### src/rtl/bit_stream_decoder.sv
// bit_stream_decoder: receive-side USB packet parser. Hunts for SYNC in the
// de-stuffed bit stream, then extracts PID, token address/endpoint or a 64-bit
// data payload, checks the PID, the CRC5/CRC16 residual and the packet length,
// and pulses pkt_done once per packet at EOP.
module bit_stream_decoder (
    input  logic        clk,
    input  logic        rst,
    input  logic        bit_in,
    input  logic        bit_valid,
    input  logic        eop,
    output logic        pkt_done,
    output logic [7:0]  pid_out,
    output logic [6:0]  addr_out,
    output logic [3:0]  endp_out,
    output logic [63:0] data_out,
    output logic        pid_err,
    output logic        crc_err,
    output logic        len_err,
    output logic        busy
);

    typedef enum logic [2:0] {
        S_IDLE, S_PID, S_TOKEN, S_DATA, S_CRC, S_TAIL, S_ERR
    } state_t;

    state_t      state, state_next;
    logic [6:0]  sync_hist;   // previous seven valid bits, newest in bit 0
    logic [6:0]  cnt;         // bit index inside the current field
    logic        is_data;     // selects CRC16 (data) or CRC5 (token)
    logic [15:0] crc;         // CRC5 lives in crc[4:0] for tokens

    logic        bit_take;
    logic        sync_hit;
    logic [7:0]  pid_byte;
    logic        pid_tok, pid_dat, pid_hs;
    logic [15:0] crc_next;
    logic [6:0]  crc_last;
    logic        crc_bad;

    // Serial CRC5 step, x^5+x^2+1, wire bits shifted in LSB-of-field first.
    function automatic logic [4:0] crc5_step(input logic [4:0] c, input logic b);
        logic fb;
        fb = b ^ c[4];
        return {c[3:0], 1'b0} ^ (fb ? 5'b00101 : 5'b00000);
    endfunction

    // Serial CRC16 step, x^16+x^15+x^2+1.
    function automatic logic [15:0] crc16_step(input logic [15:0] c, input logic b);
        logic fb;
        fb = b ^ c[15];
        return {c[14:0], 1'b0} ^ (fb ? 16'h8005 : 16'h0000);
    endfunction

    // Decode helpers shared by the FSM and the datapath; eop discards a coincident bit.
    always_comb begin
        bit_take = bit_valid & ~eop;
        sync_hit = (state == S_IDLE) && bit_take && ({sync_hist, bit_in} == 8'h01);
        pid_byte = {bit_in, pid_out[6:0]};
        pid_tok  = pid_byte inside {8'hE1, 8'h69, 8'h2D};
        pid_dat  = pid_byte inside {8'hC3, 8'h4B};
        pid_hs   = pid_byte inside {8'hD2, 8'h5A, 8'h1E};
        crc_next = is_data ? crc16_step(crc, bit_in)
                           : {11'b0, crc5_step(crc[4:0], bit_in)};
        crc_last = is_data ? 7'd15 : 7'd4;
        crc_bad  = is_data ? (crc_next != 16'h800D) : (crc_next[4:0] != 5'b01100);
    end

    // Next-state logic; EOP anywhere outside IDLE ends the packet.
    always_comb begin
        state_next = state;
        case (state)
            S_IDLE:  if (sync_hit) state_next = S_PID;
            S_PID:   if (bit_take && cnt == 7'd7) begin
                         if (pid_tok)      state_next = S_TOKEN;
                         else if (pid_dat) state_next = S_DATA;
                         else if (pid_hs)  state_next = S_TAIL;
                         else              state_next = S_ERR;
                     end
            S_TOKEN: if (bit_take && cnt == 7'd10) state_next = S_CRC;
            S_DATA:  if (bit_take && cnt == 7'd63) state_next = S_CRC;
            S_CRC:   if (bit_take && cnt == crc_last) state_next = S_TAIL;
            S_TAIL:  if (bit_take) state_next = S_ERR;
            S_ERR:   state_next = S_ERR;
            default: state_next = S_IDLE;
        endcase
        if (eop && state != S_IDLE) state_next = S_IDLE;
    end

    // State register.
    always_ff @(posedge clk) begin
        if (rst) state <= S_IDLE;
        else     state <= state_next;
    end

    // Field bit counter: restarts on every state change, advances per consumed bit.
    always_ff @(posedge clk) begin
        if (rst)                      cnt <= '0;
        else if (state_next != state) cnt <= '0;
        else if (bit_take)            cnt <= cnt + 7'd1;
    end

    // Datapath: SYNC history, field capture, CRC, error flags and the done pulse.
    always_ff @(posedge clk) begin
        if (rst) begin
            sync_hist <= '0;
            is_data   <= 1'b0;
            crc       <= '0;
            pkt_done  <= 1'b0;
            pid_out   <= '0;
            addr_out  <= '0;
            endp_out  <= '0;
            data_out  <= '0;
            pid_err   <= 1'b0;
            crc_err   <= 1'b0;
            len_err   <= 1'b0;
            busy      <= 1'b0;
        end else begin
            pkt_done <= 1'b0;
            if (eop) begin
                if (state != S_IDLE) begin
                    pkt_done  <= 1'b1;
                    busy      <= 1'b0;
                    sync_hist <= '0;
                    if (state != S_TAIL && state != S_ERR) len_err <= 1'b1;
                end
            end else if (bit_take) begin
                case (state)
                    S_IDLE: begin
                        sync_hist <= {sync_hist[5:0], bit_in};
                        if (sync_hit) begin
                            sync_hist <= '0;
                            busy      <= 1'b1;
                            pid_out   <= '0;
                            addr_out  <= '0;
                            endp_out  <= '0;
                            data_out  <= '0;
                            pid_err   <= 1'b0;
                            crc_err   <= 1'b0;
                            len_err   <= 1'b0;
                        end
                    end
                    S_PID: begin
                        pid_out[cnt[2:0]] <= bit_in;
                        if (cnt == 7'd7) begin
                            is_data <= pid_dat;
                            crc     <= pid_dat ? 16'hFFFF : 16'h001F;
                            if (!(pid_tok || pid_dat || pid_hs)) pid_err <= 1'b1;
                        end
                    end
                    S_TOKEN: begin
                        if (cnt < 7'd7) addr_out[cnt[2:0]] <= bit_in;
                        else            endp_out[cnt[1:0] + 2'd1] <= bit_in;
                        crc <= crc_next;
                    end
                    S_DATA: begin
                        data_out[cnt[5:0]] <= bit_in;
                        crc <= crc_next;
                    end
                    S_CRC: begin
                        crc <= crc_next;
                        if (cnt == crc_last && crc_bad) crc_err <= 1'b1;
                    end
                    S_TAIL:  len_err <= 1'b1;
                    default: ;
                endcase
            end
        end
    end

endmodule
### config.mk
export PLATFORM = sky130hd
export DESIGN_NAME = bit_stream_decoder
export DESIGN_NICKNAME = d
export VERILOG_FILES = /design/src/rtl/bit_stream_decoder.sv
export SDC_FILE = /design/constraint.sdc
export NUM_CORES = 1
export LEC_CHECK = 0
export ABC_AREA = 0
export CORE_ASPECT_RATIO = 1.25
export CORE_MARGIN = 2
export CORE_UTILIZATION = 50
export CTS_BUF_LIST = sky130_fd_sc_hd__clkbuf_2 sky130_fd_sc_hd__clkbuf_4 sky130_fd_sc_hd__clkbuf_8
export DETAILED_ROUTE_END_ITERATION = 7
export PLACE_DENSITY = 0.89
export SLEW_MARGIN = 25
export SYNTH_ARGS = -nofsm -noshare
export SYNTH_HDL_FRONTEND = slang
export SYNTH_SLANG_ARGS = --single-unit
### constraint.sdc
create_clock -name clk -period 2.07 [get_ports clk]
set_input_delay 0.3105 -clock clk [delete_from_list [all_inputs] [get_ports clk]]
set_output_delay 0.3105 -clock clk [all_outputs]
set_load 0.02 [all_outputs]
==> results of run 1 <==
==> how the worst max path moves through the flow <==
stage                              startpoint                  end  slack [ns]
after floorplan           state[2]$_SDFF_PP0_  cnt[0]$_SDFFE_PP0P_      0.0002
after global placement              bit_valid  cnt[2]$_SDFFE_PP0P_       -0.36
after detailed placement            bit_valid  cnt[4]$_SDFFE_PP0P_       -0.40
after CTS                 cnt[3]$_SDFFE_PP0P_  cnt[4]$_SDFFE_PP0P_       0.002
after global routing      cnt[1]$_SDFFE_PP0P_  cnt[3]$_SDFFE_PP0P_       -0.19
final                     cnt[1]$_SDFFE_PP0P_  cnt[3]$_SDFFE_PP0P_       -0.12
==> logic make-up (layout without fill, tap and decap cells) <==
family	after synthesis	after routing	synth area share
compound gates	290	291	0.277
simple gates	248	248	0.204
flops	122	122	0.404
buf+inv	75	245	0.0526
xor+xnor	14	14	0.0226
mux	14	14	0.0234
fa+ha+maj	8	8	0.0166
==> per-layer routing <==
layer  vias up  routed length, um
met5         -                  0
met4         0               1320
met3       112               1800
met2       459              10700
met1      3252               7740
li1       3083                  -
==> synth_stat cells (all sizes together), types with 5 or more instances <==
master  count  area share
a211oi      6      0.0075
a21oi     148        0.12
a22oi       5      0.0062
and3        6      0.0062
buf        15       0.015
clkbuf     43       0.027
dfxtp     122        0.40
ha          8       0.017
inv        16      0.0099
mux2i      13       0.022
nand2     111       0.069
nand2b      8      0.0083
nand3      10      0.0083
nand4       6      0.0062
nor2       42       0.026
nor2b      11       0.011
nor3       16       0.014
nor3b       7      0.0095
nor4        6       0.011
o211ai      8      0.0099
o21ai      85       0.070
o32ai       7       0.010
or3         6      0.0062
xnor2       5      0.0072
xor2        8       0.012
==> through the flow <==
stage          setup TNS (ns)  hold WS, ns
2_1_floorplan               0        0.444
3_3_place_gp           -15.63        0.448
3_5_place_dp           -17.83        0.455
4_1_cts                     0        0.254
5_1_grt                 -2.39        0.287
6_report                -1.39        0.268
==> what timing repair did <==
action,4_1_cts,5_1_grt
setup buffers,0,6
hold endpoints to repair,0,0
endpoints found under the setup margin,18,54
cloned,0,2
resized for setup,5,34
pin swaps,2,16
==> critical path, delay by kind of cell, from the launching register on <==
kind | cells | cell delay [ns]
compound gates | 2 | 0.34
fa+ha+maj | 1 | 0.20
buf+inv | 3 | 0.51
flops | 1 | 0.38
simple gates | 3 | 0.65
==> power by group through the flow <==
stage	Combinational (mW)	Sequential (mW)	Clock, mW
after CTS	0.352	2.36	2.24
final	0.389	2.36	2.26
after detailed placement	0.347	2.42	0
after floorplan	0.185	2.42	0
after global placement	0.343	2.42	0
after global routing	0.408	2.36	2.33
==> sequential cells by signal, indices dropped and copies added (netlist names) <==
signal     cells
state          3
crc           16
data_out      64
crc_err        1
pkt_done       1
pid_err        1
len_err        1
sync_hist      7
cnt            7
endp_out       4
busy           1
pid_out        8
is_data        1
addr_out       7
==> layout make-up <==
| type | count | area, sq um | area share |
|---|---|---|---|
| Multi-Input combinational cell | 575 | 3420 | 0.411 |
| Sequential cell | 122 | 2460 | 0.295 |
| Timing Repair Buffer | 196 | 1770 | 0.213 |
| Clock buffer | 20 | 275 | 0.0331 |
| Tap cell | 161 | 201 | 0.0242 |
| Clock inverter | 12 | 140 | 0.0168 |
| Inverter | 17 | 63.8 | 0.00766 |
==> summary.txt, run 1 <==
Synthesis
  – Share of synthesized flip-flops with an asynchronous set or reset: 0
  – #FFs+latches synth: ~120
  – Synth Net Count: approximately 780
  – Post-Syn Area: 6040 sq um
  – Post-synth EDFFs: 0
  – Sequential share of the synthesized area: 0.404
  – Cells after Synth: around 770
  – Ys Warns: 0
  – Main flop type after synthesis: dfxtp_1
  – Netlist cell types: 71
  – Syn avg cell area: roughly 7.8 sq um

STA
  – Setup slack after layout: -0.117 ns
  – Final Skew: around 0.012 ns
  – Final count of hold timing violations: 0
  – Max_slew headroom: 0.610
  – Max-slew violation count: 0
  – RSZ-0062 raised after global routing: true
  – Max frequency: between 400 and 500 MHz
  – Min cycle time layout: ~2.2 ns
  – Worst-Margin Slew: roughly 0.58 ns
  – Final setup viols: 22
  – Final period util: 1.06

Worst setup path
  – Crit Reg-Reg Startpoint: cnt[1]$_SDFFE_PP0P_
  – RR Endpoint: cnt[3]$_SDFFE_PP0P_
  – Worst-path fanout max: 7
  – Worst EP arrival: 2.53 ns
  – Worst Path Required: 2.41 ns
  – CP startpoint kind: register
  – R2R cell count: 9
  – Reg2Reg Setup Slack: -0.12 ns
  – CP Capture Type: register
  – CP max stage delay: ~0.5 ns
  – Slowest cell on crit path: nor4_1
  – Most common cell on crit path: buf_4
  – Critical Path, Cell by Cell: ha_2 > nand2_2 > buf_4 > buf_4 > nor4_1 > o311ai_1 > o311ai_4 > buf_4 > nor3_2
  – WS Path Type: reg2reg

Layout
  – Commonest non-fill, non-tap cell in the layout: a21oi_1
  – Ant diodes: 0
  – Layout fillers: 816
  – Fraction of layout cells with a size suffix above 1: 0.196
  – Final core occ: 0.710
  – Post-route cell area: roughly 8300 sq um
  – Commonest cells after routing, fill and taps aside: 145 x a21oi_1, 117 x dfxtp_1, 109 x nand2_1
  – Filler-free cell count of the finished design: about 1100
  – Fin nets: between 900 and 1000
  – Layout area overhead: 37.8%

GRT
  – Gr usage total: 0.303
  – Grt met2 use: 0.510
  – GRT Max-Usage Layer: met2
  – First-pass GRT wire length: just over 30 mm
  – Largest net degree at the start of global routing: 68
  – Vias in the first global route: about 6300
  – Grt ovf: 0
  – Initial antenna violation count: 0
  – Met3 usage in global routing: 0.0612
  – M1 GR Usage: 0.346

Power
  – Psw: ~1.3 mW
  – P_leak: approximately 3.1 nW
  – Pwr Total: 5.01 mW
  – Flop pwr share: 0.472
  – Sw Ratio: 0.265
  – Clock power share: 0.451
  – Internal: about 3.7 mW
  – Maximum vdd drop: slightly above 0.5 mV
  – Comb pwr share: 0.078
  – PwrDens: approximately 600 nW/um^2

Floorplan
  – Die Ht: 127 um
  – Die footprint: roughly 13000 sq um
  – Starting Density: 0.515
  – Die width: 102 um
  – Row cnt: 44
  – Ports: just over 90
  – Core area: ~12000 sq um

Placement
  – Placer Congestion: ~0.96
  – Port Buffer Count: between 90 and 100
  – Dpl ws: -0.404 ns
  – Hpwl dp: 13.2 mm
  – Dpl cell area: between 7000 and 8000 sq um
  – Inst Count DP: 1063

CTS
  – TritonCTS buffer count: 17
  – Clk Latency, worst-skew pair: around 0.46 ns
  – TritonCTS clock tree: built
  – Sink Count: roughly 120
  – Clock transition at the registers of the reported paths: approximately 0.080 ns
  – H-tree depth: 4
  – CTS max path bufs: 2
  – Post-CTS Hold Fix Bufs: 0
  – Clock root cell: clkbuf_8

Min path
  – WHS Path Cells: 2
  – Hold wc startpoint: rst
  – WHS Endpoint: sync_hist[4]$_SDFFE_PP0P_
  – Hold crit path type: in2reg

Route
  – Routed Antenna Nets: 0
  – Drt initial violations: ~650
  – DRT Wirelength: about 22 mm
  – First drt pass iteration count: 6
  – Via/cell ratio: approximately 6.3
  – Via count: slightly below 7000
  – WL/cell: slightly below 20 um
  – Number of DRC violations after detailed routing: 0

Run status
  – Violated checks: negative setup slack
  – Outcome: finished, violations left

Flow run
  – Max Cap Viol: 0
Power figures use the tool's default switching activity.
==> run 2, diff against run 1 <==
CORE_UTILIZATION = 51   (was 50)
PLACE_DENSITY = 0.9   (was 0.89)
==> run 2 against run 1 <==
- the flow still finishes with violations (negative setup slack)
- clock power increased by 12%
- cell area is 0.11% lower
- count of clock-buffer cells in the layout down 1
- cell count fell by 2.3%
- power rose by 5.5%
- register-to-register slack improved by 0.09 ns
- clock skew down 0.0037 ns
- worst setup slack better by 0.093 ns
- wire length decreased by 7.3%
- core utilization up 0.94 points
- critical path type unchanged
- largest cell class unchanged
==> summary.txt, run 2 (same netlist as run 1, synthesis figures left out) <==
Placement
  – Port Buffer Count: 92
  – Hpwl dp: between 10 and 15 mm
  – Placer Congestion: just over 0.9

STA
  – Max frequency: 477 MHz
  – RSZ-0062 raised after global routing: true
  – Hold_ws: about 0.44 ns
  – Max_slew headroom: 0.603
  – Final count of hold timing violations: 0
  – Final Skew: around 0.0087 ns
  – Final period util: 1.01
  – Final setup viols: 6
  – Setup slack after layout: -0.0247 ns
  – Worst-Margin Slew: slightly below 0.6 ns
  – Min cycle time layout: between 2 and 2.5 ns
  – Max-slew violation count: 0

CTS
  – H-tree depth: 4
  – TritonCTS buffer count: 17
  – Clock root cell: clkbuf_8
  – Post-CTS Hold Fix Bufs: 0
  – CTS max path bufs: 2
  – Sink Count: between 100 and 150
  – Clk Latency, worst-skew pair: roughly 0.44 ns
  – Clock transition at the registers of the reported paths: 0.08 ns
  – TritonCTS clock tree: built

Power
  – Clock power share: 0.482
  – Comb pwr share: 0.071
  – P_leak: about 3.1 nW
  – Internal: 4.01 mW
  – Flop pwr share: 0.448
  – Sw Ratio: 0.240
  – PwrDens: 635 nW/um^2
  – Psw: ~1.3 mW
  – Maximum vdd drop: 0.540 mV

Floorplan
  – Starting Density: 0.523
  – Die footprint: roughly 13000 sq um
  – Die Ht: 126 um
  – Ports: 93
  – Core area: between 10000 and 15000 sq um
  – Row cnt: 44
  – Die width: slightly above 100 um

Worst setup path
  – CP Capture Type: register
  – Crit Reg-Reg Startpoint: cnt[6]$_SDFFE_PP0P_
  – Worst-path fanout max: 6
  – CP startpoint kind: register
  – CP startpoint: cnt[6]$_SDFFE_PP0P_
  – Worst Path Required: between 2 and 2.5 ns
  – R2R cell count: 6
  – Worst EP arrival: roughly 2.4 ns
  – WS Path Type: reg2reg

GRT
  – Initial antenna violation count: 0
  – Vias in the first global route: around 6300
  – M1 GR Usage: 0.361
  – Met3 usage in global routing: 0.0655
  – Largest net degree at the start of global routing: 59
  – Grt met2 use: 0.518
  – Gr usage total: 0.312
  – GRT Max-Usage Layer: met2
  – First-pass GRT wire length: 31.6 mm
  – Grt ovf: 0

Route
  – Drt initial violations: 640
  – First drt pass iteration count: 5
  – Via/cell ratio: ~6.2
  – WL/cell: 18.6 um
  – DRT Wirelength: ~20 mm
  – Number of DRC violations after detailed routing: 0
  – Via count: between 6000 and 7000
  – Routed Antenna Nets: 0

Layout
  – Fraction of layout cells with a size suffix above 1: 0.197
  – Fin nets: 940
  – Final core occ: 0.719
  – Biggest registers after layout: data_out x64, crc x16, pid_out x8
  – Largest register by flop count: data_out
  – Ant diodes: 0
  – Commonest cells after routing, fill and taps aside: 139 x a21oi_1, 116 x dfxtp_1, 109 x nand2_1
  – Max reg flops: 64
  – Commonest non-fill, non-tap cell in the layout: a21oi_1
  – Layout area overhead: 37.7%

Flow run
  – Max Cap Viol: 0

Min path
  – Hold wc startpoint: rst
  – Hold crit path type: in2reg
  – WHS Path Cells: 4

Run status
  – Outcome: finished, violations left
  – Violated checks: negative setup slack
run 2: cell count changes in the layout (fill, tap and decap cells not counted), sizes merged:
cell,delta
bufinv,+3
clkbuf,-3
clkinv,-2
clkinvlp,-1
inv,+1
run 2: layout make-up:
cell class                 count  area [sq um]
multi-input combinational    575          3430
fill                         775          3240
sequential                   122          2450
timing repair buffer         194          1720
clock buffer                  19           262
clock inverter                13           214
tap                          138           173
inverter                      17          63.8
run 2: through the flow:
step	instances	TNS [ns]	cell area, sq um	total power, mW	setup WS [ns]
floorplan	771	0	6040	2.61	0.000242
global placement	1039	-11.03	7630	2.76	-0.391
detailed placement	1039	-15.45	7630	2.77	-0.474
CTS	1071	0	8150	5.27	0.00862
global route	1078	-0.854	8320	5.42	-0.0759
finish	1078	-0.0711	8320	5.28	-0.0247
run 2: worst paths after layout:
check             slack (ns)                 endpoint
setup reg to reg       -0.02     crc[10]$_SDFFE_PP0P_
setup / recovery       -0.02     crc[10]$_SDFFE_PP0P_
hold / removal          0.44  pid_out[2]$_SDFFE_PP0P_
hold reg to reg         0.47     crc_err$_SDFFE_PP0P_
run 2: metal layers:
| layer | vias to the layer above | share of wire |
|---|---|---|
| met5 | - | 0 |
| met4 | 0 | 0.057 |
| met3 | 98 | 0.077 |
| met2 | 416 | 0.50 |
| met1 | 3127 | 0.37 |
| li1 | 3078 | - |
run 2: power groups by stage:
stage	clock (mW)	sequential, mW	combinational [mW]
after floorplan	0	2.42	0.185
after global placement	0	2.42	0.343
after detailed placement	0	2.42	0.347
after CTS	2.55	2.37	0.355
after global routing	2.66	2.37	0.398
final	2.54	2.36	0.374
run 2: critical path, stage by stage, from the launching register on:
cell and delay [ns]:
dfxtp_4 0.36, buf_4 0.14, or3_4 0.37, or4_4 0.44, a21oi_4 0.21, a21boi_4 0.36
a21oi_2 0.09
run 2: what timing repair did:
action	in CTS	in global routing
pin swaps	1	10
setup buffers	0	4
setup endpoints to repair	24	103
gates resized for setup	9	33
cloned	0	3
==> run 3, diff against run 2 <==
CORE_MARGIN = 3   (was 2)
PLACE_DENSITY = 0.78   (was 0.9)
==> run 3 against run 2 <==
- the flow now finishes without violations
- register-to-register slack improved by 0.09 ns
- sequential share of layout area increased by 0.76 points
- via count fell by 3.6%
- sequential cell count is the same
- cell area down 2.6%
- non-clock buffer count decreased by 6
- cell count grew 1.1%
- critical path type unchanged
- largest power group is now sequential cells
==> summary.txt, run 3 (same netlist as run 1, synthesis figures left out) <==
CTS
  – Clock transition at the registers of the reported paths: 0.08 ns
  – H-tree depth: 4
  – CTS max path bufs: 2
  – TritonCTS clock tree: built
  – Sink Count: around 120
  – Clock root cell: clkbuf_8
  – Clk Latency, worst-skew pair: roughly 0.45 ns
  – Post-CTS Hold Fix Bufs: 0
  – TritonCTS buffer count: 17

Layout
  – Max reg flops: 64
  – Fin nets: 933
  – Largest register by flop count: data_out
  – Ant diodes: 0
  – Commonest non-fill, non-tap cell in the layout: a21oi_1
  – Commonest cells after routing, fill and taps aside: 145 x a21oi_1, 118 x dfxtp_1, 109 x nand2_1
  – Layout area overhead: 34.1%
  – Fraction of layout cells with a size suffix above 1: 0.176
  – Final core occ: 0.714
  – Biggest registers after layout: data_out x64, crc x16, pid_out x8
  – Filler-free cell count of the finished design: between 1000 and 1500
  – Layout fillers: around 900

Worst setup path
  – Critical Path, Cell by Cell: or4_4 > a2111o_1 > a311o_2 > nand3_1 > nor3_2
  – CP startpoint kind: register
  – CP startpoint: cnt[0]$_SDFFE_PP0P_
  – Crit Reg-Reg Startpoint: cnt[0]$_SDFFE_PP0P_
  – CP max stage delay: approximately 0.56 ns
  – Worst Path Required: between 2 and 2.5 ns
  – WS Path Type: reg2reg
  – Slowest cell on crit path: or4_4
  – Worst-path fanout max: 7
  – CP Capture Type: register
  – CP top delay family: compound AO/OA/AOI/OAI gates
  – WP buf/inv: 0
  – Worst EP arrival: roughly 2.3 ns

Floorplan
  – Ports: between 90 and 100
  – Core area: between 10000 and 15000 sq um
  – Row cnt: between 40 and 50
  – Die Ht: between 100 and 150 um
  – Die width: 103 um
  – Die footprint: approximately 13000 sq um
  – Starting Density: 0.532

Power
  – P_leak: around 3.0 nW
  – Pwr Total: between 4 and 5 mW
  – PwrDens: 590 nW/um^2
  – Maximum vdd drop: 0.452 mV

STA
  – Max frequency: between 400 and 500 MHz
  – Min cycle time layout: approximately 2 ns
  – Hold_ws: between 0.15 and 0.2 ns
  – Final period util: 0.970
  – Max-slew violation count: 0
  – Max_slew headroom: 0.608
  – Final setup TNS: 0 ns
  – Final count of hold timing violations: 0
  – Final Skew: between 0.01 and 0.015 ns
  – RSZ-0062 raised after global routing: true
  – Final setup viols: 0
  – Worst-Margin Slew: 0.588 ns

GRT
  – Gr usage total: 0.303
  – Vias in the first global route: roughly 6400
  – Grt ovf: 0
  – First-pass GRT wire length: 31.5 mm
  – Largest net degree at the start of global routing: ~60
  – Initial antenna violation count: 0

Placement
  – Port Buffer Count: between 90 and 100
  – Placer Congestion: 0.954
  – Inst Count DP: 1057
  – Hpwl dp: about 14 mm

Flow run
  – Max Cap Viol: 0

Route
  – First drt pass iteration count: 5
  – Via/cell ratio: approximately 5.9
  – Routed Antenna Nets: 0
  – DRT Wirelength: 19.9 mm
  – Drt initial violations: just under 400
  – Via count: 6479
  – WL/cell: 18.3 um
  – Number of DRC violations after detailed routing: 0

Min path
  – Hold wc startpoint: rst
  – Hold crit path type: in2reg

Run status
  – Outcome: finished clean
-- run 3: cell count changes in the layout (fill, tap and decap cells not counted), sizes merged --
cell / change
inv: +7
clkbuf: -1
a21boi: -1
buf: -6
clkinv: -1
bufinv: -5
-- run 3: repair_timing --
| action | CTS | global route |
|---|---|---|
| gates resized for setup | 8 | 14 |
| cloned | 0 | 0 |
| setup buffers | 0 | 1 |
| pin swaps | 2 | 5 |
| setup endpoints to repair | 7 | 26 |
-- run 3: final cells by class --
cell class,count,area (sq um),share of cell area
timing repair buffer,188,1670,0.206
tap,157,196,0.0243
sequential,122,2450,0.302
clock inverter,14,125,0.0154
clock buffer,18,248,0.0306
multi-input combinational,574,3350,0.414
inverter,17,63.8,0.00788
-- run 3: per-layer routing --
layer  wire, um  part of all wire  global-route usage
met1       7520              0.38               0.358
met5          0                 0                   0
met4        910             0.046               0.149
met3       1290             0.065              0.0582
met2      10200              0.51               0.516
-- run 3: final timing paths --
path                              endpoint  slack (ns)  depth (start not counted)
hold / removal         crc[3]$_SDFFE_PP0P_        0.17                          2
setup reg to reg       cnt[1]$_SDFFE_PP0P_        0.06                          5
hold reg to reg   endp_out[2]$_SDFFE_PP0P_        0.47                          2
setup / recovery       cnt[1]$_SDFFE_PP0P_        0.06                          5
-- run 3: power breakdown --
group          internal, mW  switching (mW)
Sequential             2.35         0.00827
Combinational         0.137           0.222
Clock                 0.908            1.15
Total                  3.40            1.38
-- run 3: per-stage QoR --
step | instance area (sq um) | setup WS [ns]
2_1_floorplan | 6040 | 0.000242
3_3_place_gp | 7640 | -0.390
3_5_place_dp | 7640 | -0.520
4_1_cts | 8050 | 0.00421
5_1_grt | 8100 | -0.0228
6_report | 8100 | 0.0629
-- run 3: worst reg2reg max path: stages (launching register included) --
cell,delay [ns]
dfxtp_2,0.35
or4_4,0.56
a2111o_1,0.42
a311o_2,0.39
nand3_1,0.12
nor3_2,0.05
